<file path="config.mk">
export PLATFORM = sky130hd
export DESIGN_NAME = sipo_deframer_flat
export DESIGN_NICKNAME = d
export VERILOG_FILES = /design/src/rtl/serial_pkg.sv /design/src/rtl/sipo_deframer_if.sv /design/src/rtl/sipo_deframer_out_reg.sv /design/src/rtl/sipo_deframer.sv /design/src/flat_wrapper.sv
export SDC_FILE = /design/constraint.sdc
export NUM_CORES = 1
export LEC_CHECK = 0
export CELL_PAD_IN_SITES_DETAIL_PLACEMENT = 1
export CELL_PAD_IN_SITES_GLOBAL_PLACEMENT = 1
export CORE_MARGIN = 5
export CORE_UTILIZATION = 32
export DETAILED_ROUTE_END_ITERATION = 10
export PLACE_DENSITY_LB_ADDON = 0.1
export SYNTH_ARGS = -nofsm -noshare
export SYNTH_HDL_FRONTEND = slang
export SYNTH_HIERARCHICAL = 1
export SYNTH_SLANG_ARGS = --single-unit
</file>
<file path="constraint.sdc">
create_clock -name clk -period 1.3 [get_ports clk]
set_input_delay 0.325 -clock clk [delete_from_list [all_inputs] [get_ports clk]]
set_output_delay 0.325 -clock clk [all_outputs]
set_load 0.01 [all_outputs]
</file>
<file path="src/rtl/serial_pkg.sv">
// Shared definitions for the serial link blocks (PISO serialiser and SIPO deframer).
package serial_pkg;

  localparam logic [0:0] ST_IDLE = 1'b0;
  localparam logic [0:0] ST_RECV = 1'b1;

  localparam int SER_WIDTH = 4;

  // Bit-count width able to hold the values 0..width.
  function automatic int count_width(input int width);
    return $clog2(width + 1);
  endfunction

endpackage

</file>
<file path="src/rtl/sipo_deframer_if.sv">
// Serial-input and parallel-output signal bundle of the SIPO deframer.
interface sipo_deframer_if import serial_pkg::*; #(
  parameter int WIDTH = SER_WIDTH
);
  localparam int CW = count_width(WIDTH);

  logic             serial_in;
  logic             bit_valid;
  logic             frame_start;
  logic             out_ready;
  logic             overrun_clr;
  logic [WIDTH-1:0] parallel_out;
  logic             out_valid;
  logic             overrun;
  logic             framing_err;
  logic [CW-1:0]    bit_count;

  modport master (
    output serial_in, bit_valid, frame_start, out_ready, overrun_clr,
    input  parallel_out, out_valid, overrun, framing_err, bit_count
  );

  modport slave (
    input  serial_in, bit_valid, frame_start, out_ready, overrun_clr,
    output parallel_out, out_valid, overrun, framing_err, bit_count
  );

endinterface

</file>
<file path="src/rtl/sipo_deframer_out_reg.sv">
// One-entry valid/ready output register; a completed word that cannot be
// stored because the held word is still pending is dropped and flagged.
module sipo_out_reg #(
  parameter int WIDTH = 4
) (
  input  logic             clk,
  input  logic             reset,
  input  logic             load,
  input  logic [WIDTH-1:0] word,
  input  logic             out_ready,
  input  logic             overrun_clr,
  output logic [WIDTH-1:0] parallel_out,
  output logic             out_valid,
  output logic             overrun
);

  logic [WIDTH-1:0] data_r;
  logic             valid_r;
  logic             overrun_r;
  logic             space_s;
  logic             drop_s;

  // A slot is free when empty or when the held word leaves on this edge.
  always_comb begin
    space_s = (!valid_r) || out_ready;
    drop_s  = load && !space_s;
  end

  // Output word, valid flag and sticky overrun (a new drop beats a clear).
  always_ff @(posedge clk or posedge reset) begin
    if (reset) begin
      data_r    <= {WIDTH{1'b0}};
      valid_r   <= 1'b0;
      overrun_r <= 1'b0;
    end else begin
      if (load && space_s) begin
        data_r  <= word;
        valid_r <= 1'b1;
      end else if (valid_r && out_ready) begin
        valid_r <= 1'b0;
      end
      if (drop_s) begin
        overrun_r <= 1'b1;
      end else if (overrun_clr) begin
        overrun_r <= 1'b0;
      end
    end
  end

  assign parallel_out = data_r;
  assign out_valid    = valid_r;
  assign overrun      = overrun_r;

endmodule

</file>
<file path="src/rtl/sipo_deframer.sv">
// MSB-first serial-to-parallel deframer aligned by frame_start, with a
// registered valid/ready word output, overrun and framing-error reporting.
module sipo_deframer import serial_pkg::*; #(
  parameter int WIDTH      = SER_WIDTH,
  parameter bit CONTINUOUS = 1'b0
) (
  input logic            clk,
  input logic            reset,
  sipo_deframer_if.slave bus
);

  localparam int            CW       = count_width(WIDTH);
  localparam logic [CW-1:0] ZERO_CNT = {CW{1'b0}};
  localparam logic [CW-1:0] ONE_CNT  = {{(CW-1){1'b0}}, 1'b1};
  localparam logic [CW-1:0] LAST_CNT = CW'(WIDTH - 1);

  logic [0:0]       state_r;
  logic [0:0]       state_s;
  logic [WIDTH-1:0] shreg_r;
  logic [WIDTH-1:0] shreg_s;
  logic [WIDTH-1:0] shifted_s;
  logic [CW-1:0]    count_r;
  logic [CW-1:0]    count_s;
  logic             framing_s;
  logic             framing_r;
  logic             complete_s;

  // Next-state logic: framing, shifting and word completion.
  always_comb begin
    shifted_s  = {shreg_r[WIDTH-2:0], bus.serial_in};
    state_s    = state_r;
    shreg_s    = shreg_r;
    count_s    = count_r;
    framing_s  = 1'b0;
    complete_s = 1'b0;
    case (state_r)
      ST_IDLE: begin
        if (bus.bit_valid && bus.frame_start) begin
          shreg_s = shifted_s;
          count_s = ONE_CNT;
          state_s = ST_RECV;
        end else begin
          state_s = ST_IDLE;
        end
      end
      ST_RECV: begin
        if (bus.bit_valid) begin
          shreg_s = shifted_s;
          if (bus.frame_start) begin
            // A marker at count 0 is a legal start in continuous mode.
            framing_s = (count_r != ZERO_CNT);
            count_s   = ONE_CNT;
          end else if (count_r == LAST_CNT) begin
            complete_s = 1'b1;
            count_s    = ZERO_CNT;
            state_s    = CONTINUOUS ? ST_RECV : ST_IDLE;
          end else begin
            count_s = count_r + ONE_CNT;
          end
        end else begin
          state_s = ST_RECV;
        end
      end
      default: begin
        state_s = ST_IDLE;
        count_s = ZERO_CNT;
      end
    endcase
  end

  // FSM, shift register, bit counter and framing-error pulse.
  always_ff @(posedge clk or posedge reset) begin
    if (reset) begin
      state_r   <= ST_IDLE;
      shreg_r   <= {WIDTH{1'b0}};
      count_r   <= ZERO_CNT;
      framing_r <= 1'b0;
    end else begin
      state_r   <= state_s;
      shreg_r   <= shreg_s;
      count_r   <= count_s;
      framing_r <= framing_s;
    end
  end

  sipo_out_reg #(
    .WIDTH(WIDTH)
  ) u_out_reg (
    .clk         (clk),
    .reset       (reset),
    .load        (complete_s),
    .word        (shifted_s),
    .out_ready   (bus.out_ready),
    .overrun_clr (bus.overrun_clr),
    .parallel_out(bus.parallel_out),
    .out_valid   (bus.out_valid),
    .overrun     (bus.overrun)
  );

  assign bus.framing_err = framing_r;
  assign bus.bit_count   = count_r;

endmodule

</file>
<file path="src/flat_wrapper.sv">
// flat-port wrapper written by rule: the top's interface ports become plain ports
module sipo_deframer_flat import serial_pkg::*;
#(
  parameter int WIDTH      = SER_WIDTH,
  parameter bit CONTINUOUS = 1'b0
)
  (clk, reset, bus_serial_in, bus_bit_valid, bus_frame_start, bus_out_ready, bus_overrun_clr, bus_parallel_out, bus_out_valid, bus_overrun, bus_framing_err, bus_bit_count);
  sipo_deframer_if #(.WIDTH(WIDTH)) bus_i ();
  input logic clk;
  input logic reset;
  input wire logic [$bits(bus_i.serial_in)-1:0] bus_serial_in;
  input wire logic [$bits(bus_i.bit_valid)-1:0] bus_bit_valid;
  input wire logic [$bits(bus_i.frame_start)-1:0] bus_frame_start;
  input wire logic [$bits(bus_i.out_ready)-1:0] bus_out_ready;
  input wire logic [$bits(bus_i.overrun_clr)-1:0] bus_overrun_clr;
  output wire logic [$bits(bus_i.parallel_out)-1:0] bus_parallel_out;
  output wire logic [$bits(bus_i.out_valid)-1:0] bus_out_valid;
  output wire logic [$bits(bus_i.overrun)-1:0] bus_overrun;
  output wire logic [$bits(bus_i.framing_err)-1:0] bus_framing_err;
  output wire logic [$bits(bus_i.bit_count)-1:0] bus_bit_count;
  assign bus_i.serial_in = bus_serial_in;
  assign bus_i.bit_valid = bus_bit_valid;
  assign bus_i.frame_start = bus_frame_start;
  assign bus_i.out_ready = bus_out_ready;
  assign bus_i.overrun_clr = bus_overrun_clr;
  assign bus_parallel_out = bus_i.parallel_out;
  assign bus_out_valid = bus_i.out_valid;
  assign bus_overrun = bus_i.overrun;
  assign bus_framing_err = bus_i.framing_err;
  assign bus_bit_count = bus_i.bit_count;
  sipo_deframer #(.WIDTH(WIDTH), .CONTINUOUS(CONTINUOUS)) u_core (.clk(clk), .reset(reset), .bus(bus_i));
endmodule
</file>
## Word-level counts from Yosys, hierarchy flattened

Cells that the tools add are included.

| operators by class | value |
|---|---|
| reductions and logical operators | 11 |
| add/sub/neg operators | 1 |
| multiplexer cells | 24 |
| magnitude comparators | 0 |
| shifts and indexed selects | 0 |
| equality and inequality tests | 3 |
| bitwise logic cells | 1 |
| $mul | 0 |
| div/mod/pow operators | 0 |

Operator list:

| operator | count |
|---|---|
| $mux W3 | 6 |
| $mux W1 | 15 |
| $pmux W3 S2 | 2 |
| $logic_and A1 B1 Y1 | 4 |
| $reduce_bool A2 Y1 | 2 |
| $add A3 B1 Y3 const B | 1 |
| $eq A3 B2 Y1 const B | 1 |
| $reduce_bool A3 Y1 | 1 |
| $logic_not A1 Y1 | 2 |
| $ne A2 B1 Y1 const B | 1 |
| $ne A2 B2 Y1 const B | 1 |
| $pmux W1 S2 | 1 |
| $reduce_and A2 Y1 | 1 |
| $logic_or A1 B1 Y1 | 1 |
| $not A1 Y1 | 1 |

| word-level totals | value |
|---|---|
| input port bits | 7 |
| register bits after elaboration | 14 |
| ROM bits | 0 |
| logic and storage cells | 47 |
| bits in latches | 0 |
| memories | 0 |
| memory bits (writable) | 0 |

## Longest topological paths before layout

| depth | value |
|---|---|
| depth in word-level cells | 7 |
| mapped depth | 5 |
| depth with buffers taken out | 5 |

## By module

Netlist, hierarchy kept.

By module, submodules not included:

| module | area an instance (um^2) | times used | cells an instance |
|---|---|---|---|
| sipo_deframer | 372.9 | 1 | 33 |
| sipo_out_reg | 256.5 | 1 | 17 |

## Worst setup path after synthesis

Ideal clock, no wire load.

| timing | value |
|---|---|
| path type | register to register |
| start point | reg u_core.count_r[0], in the netlist u_core/bus.bit_count[0] |
| end point | reg u_core.u_out_reg.data_r[0], in the netlist u_core/u_out_reg/parallel_out[0] |
| library setup time | 0.125 ns |
| arrival time | 1.404 ns |
| slack | -0.229 ns |
| cell stages (with the launch flop) | 6 |
| buffers on the path | 0 |
| period minus slack after synthesis | 1.529 ns |
| cell sequence | dfrtp_1 -> ha_1 -> nand2b_1 -> nor3_1 -> nand2_4 -> mux2_4 |

| between the ends | value |
|---|---|
| word-level cells in the longest chain between the ends | 6 |

Ends and longest elaborated chain:

| element | RTL line | source |
|---|---|---|
| start: declaration | sipo_deframer.sv:22 | `logic [CW-1:0] count_r;` |
| start signal: assignment | sipo_deframer.sv:81 | `count_r <= count_s;` |
| $eq A3 B2 Y1 | sipo_deframer.sv:53 | `end else if (count_r == LAST_CNT) begin` |
| $mux W1 | sipo_deframer.sv:53 |  |
| $mux W1 | sipo_deframer.sv:49 | `if (bus.frame_start) begin` |
| $mux W1 | sipo_deframer.sv:47 | `if (bus.bit_valid) begin` |
| $mux W1 | sipo_deframer.sv:36 | `case (state_r)` |
| via u_core.complete_s | sipo_deframer.sv:26 | `logic complete_s;` |
| $logic_and A1 B1 Y1 | sipo_deframer_out_reg.sv:36 | `if (load && space_s) begin` |
| end signal: assignment | sipo_deframer_out_reg.sv:32 | `data_r <= {WIDTH{1'b0}};` |
| end signal: assignment | sipo_deframer_out_reg.sv:37 | `data_r <= word;` |
| end: declaration | sipo_deframer_out_reg.sv:17 | `logic [WIDTH-1:0] data_r;` |

The timed path passes the listed nets, and every way through them passes these cells.
A chain may end at the register's enable or synchronous reset.

## Worst setup path after layout

| timing | value |
|---|---|
| start point | reg u_core.count_r[1], in the netlist u_core/bus.bit_count[1] |
| end point | reg u_core.u_out_reg.data_r[1], in the netlist u_core/u_out_reg/parallel_out[1] |

Same word-level chain as after synthesis.

==> impl_metrics.csv <==
group,metric,value,unit
drt,vias,491,
drt,dr.first_iter.drc_count,5,
critical_path,crit_required,1.46,ns
sta,slew_headroom,0.768,
sta,rsz0062_at_grt,"true",
sta,post-route-period-util,1.02,
final_layout,insertedDiodeCount,0,
final_layout,final_cell_mix,"buf_4, dfrtp_1, inv_1",
sta,slew_viol_final,0,
final_layout,area_growth,60.0,%
final_layout,nets,97,
critical_path,cp-start-kind,"flip-flop",
yosys,syn_nets,59,
yosys,syn_area,629,sq um
worst_hold_path,hold_class,"input pin to asynchronous set/reset pin",
sta,skew,0.00117,ns
floorplan,dieHeight,54.3,um
yosys,synthCells,50,
clock_network,clockBufferDepth,2,
drt,drt_first_pass_iters,3,
run_status,status,"finished, violations left",
final_layout,post-route-util,0.524,
floorplan,dieWidth,54.3,um
run_status,violations,"setup timing",
sta,fmax,758,MHz
clock_network,cts_tree,"yes",
global_route,grt_max_degree,9,
global_route,grt.total_usage,0.113,
final_layout,n_fill_cell,214,
global_route,grt-ovfl-total,0,
floorplan,num_rows,16,
global_route,grt_pass1_vias,493,
drt,wirelength,1510,um
critical_path,crit_path_end_kind,"flip-flop",
yosys,yosysWarnings,6,
drt,wl_per_cell,13.3,um
drt,drc,0,
pwr,p_leak,0.509,nW
yosys,yosysUniqueCellTypes,20,
place,hpwl,1160,um
place,portBuffers,16,
clock_network,clkLatencyLatePin,0.27,ns
clock_network,cts_buffers,3,
drt,viasPerCell,4.31,
pwr,ir_drop,830,uV
final_layout,drive_gt1_frac,0.437,
sta,hold_violations,0,
critical_path,cp_max_fo,4,
pwr,power.density,1850,nW/um^2
sta,fin_ws,-0.0199,ns
floorplan,coreArea,1920,sq um
clock_network,root_buffer,"clkbuf_4",
global_route,grt_pass1_wl,2280,um
clock_network,path_clk_slew,0.08,ns
floorplan,die-area,2950,sq um
final_layout,layout_commonest_cell,"buf_4",
place,place_ws,-0.399,ns
critical_path,path_class,"flip-flop to flip-flop",
sta,setup_violations,4,
final_layout,layoutNonFillerInstCount,114,
floorplan,ios,17,
sta,finalCriticalPeriod,1.32,ns
floorplan,initial_core_util,0.327,
drt,detail-route-antenna-nets,0,
global_route,antenna_found_initial,0,
place,routabilityCongestion,0.795,
critical_path,rrSetupSlack,-0.02,ns
yosys,ys_seq_area_frac,0.557,
place,placed_cells,104,
sta,worst_pin_slew,0.348,ns
clock_network,clkSinkCount,14,
sta,fin_hold_ws,0.295,ns
run,cap_violations,0,
yosys,ys_ff_latch,14,
yosys,syn_avg_cell_area,12.6,sq um
critical_path,critPathArrivalTime,1.48,ns
clock_network,htree_num_levels,1,
## worst max-delay path, cell delays in order (launching register included)
cell and delay [ns]:
dfrtp_1 0.40, ha_4 0.17, nand2b_4 0.06, nor3_4 0.16
nand2_4 0.10, mux2_4 0.31
## flip-flops by register name (all words and copies together), names as in the netlist
| name | flops |
|---|---|
| u_core/bus.framing_err | 1 |
| u_core/bus.bit_count | 3 |
| u_core/u_out_reg/out_valid | 1 |
| u_core/state_r | 1 |
| u_core/shreg_r | 3 |
| u_core/u_out_reg/parallel_out | 4 |
| u_core/u_out_reg/overrun | 1 |
## per-layer routing
layer | wire [um] | vias up | track usage | part of all wire
li1 | - | 243 | - | -
met4 | 0 | 0 | 0.0498 | 0
met2 | 775 | 12 | 0.191 | 0.51
met3 | 103 | 0 | 0.0272 | 0.068
met5 | 0 | - | 0 | 0
met1 | 635 | 236 | 0.134 | 0.42
## cell families after synthesis
group	synth area share
AOI/OAI and AO/OA	0.105
DFF	0.557
and+or+nand+nor	0.0994
adders and majority gates	0.0398
muxes	0.149
buffers and inverters	0.0497
## final cells by class
class | count | area, sq um | share of cell area
well taps | 27 | 33.8 | 0.0335
flip-flops and latches | 14 | 350 | 0.348
inverters | 7 | 26.3 | 0.0261
multi-input cells | 28 | 282 | 0.280
repair buffers | 34 | 279 | 0.277
clock buffers | 4 | 36.3 | 0.0360
## worst paths after layout
kind,start,cells after the start,to
setup / recovery,u_core/bus.bit_count[1]$_DFFE_PP0P_,5,u_core/u_out_reg/parallel_out[1]$_DFFE_PP0P_
hold / removal,reset,2,u_core/u_out_reg/parallel_out[0]$_DFFE_PP0P_
setup reg to reg,u_core/bus.bit_count[1]$_DFFE_PP0P_,5,u_core/u_out_reg/parallel_out[1]$_DFFE_PP0P_
hold reg to reg,u_core/shreg_r[2]$_DFFE_PP0P_,1,u_core/shreg_r[2]$_DFFE_PP0P_
max in group asynchronous,reset,2,u_core/shreg_r[2]$_DFFE_PP0P_
min in group clk,u_core/shreg_r[2]$_DFFE_PP0P_,1,u_core/shreg_r[2]$_DFFE_PP0P_
## Yosys cell counts (all sizes together)
cell type,number,area share
a22oi,1,0.012
dfrtp,14,0.56
o21ai,2,0.022
nand2b,2,0.032
nor2,1,0.0060
inv,7,0.042
a22o,2,0.032
a21o,1,0.014
clkbuf,1,0.0079
a21oi,2,0.016
ha,2,0.040
o22ai,1,0.0099
nor3,1,0.0079
nand2,3,0.030
nand3,3,0.024
mux2,7,0.15
## metrics by stage
stage	power (mW)	cell area, sq um	setup TNS, ns
after detailed placement	1.49	913	-3.29
after CTS	1.76	953	-0.154
after global placement	1.46	913	-3.05
after global routing	2.00	1010	-0.315
final	1.86	1010	-0.0561
after floorplan	1.03	634	-0.471
## what timing repair did
action | 4_1_cts | 5_1_grt
gates resized for setup | 22 | 6
setup endpoints to repair | 14 | 13
buffers inserted | 1 | 5
hold buffers | 0 | 0
pin swaps | 0 | 1
## where the power goes
| group | switching [mW] | total [mW] | leakage, nW | internal, mW |
|---|---|---|---|---|
| Combinational | 0.344 | 0.876 | 0.314 | 0.531 |
| Sequential | 0.0960 | 0.682 | 0.174 | 0.586 |
| Clock | 0.135 | 0.305 | 0.0210 | 0.170 |
No activity file was read; power rests on OpenSTA's default activity.
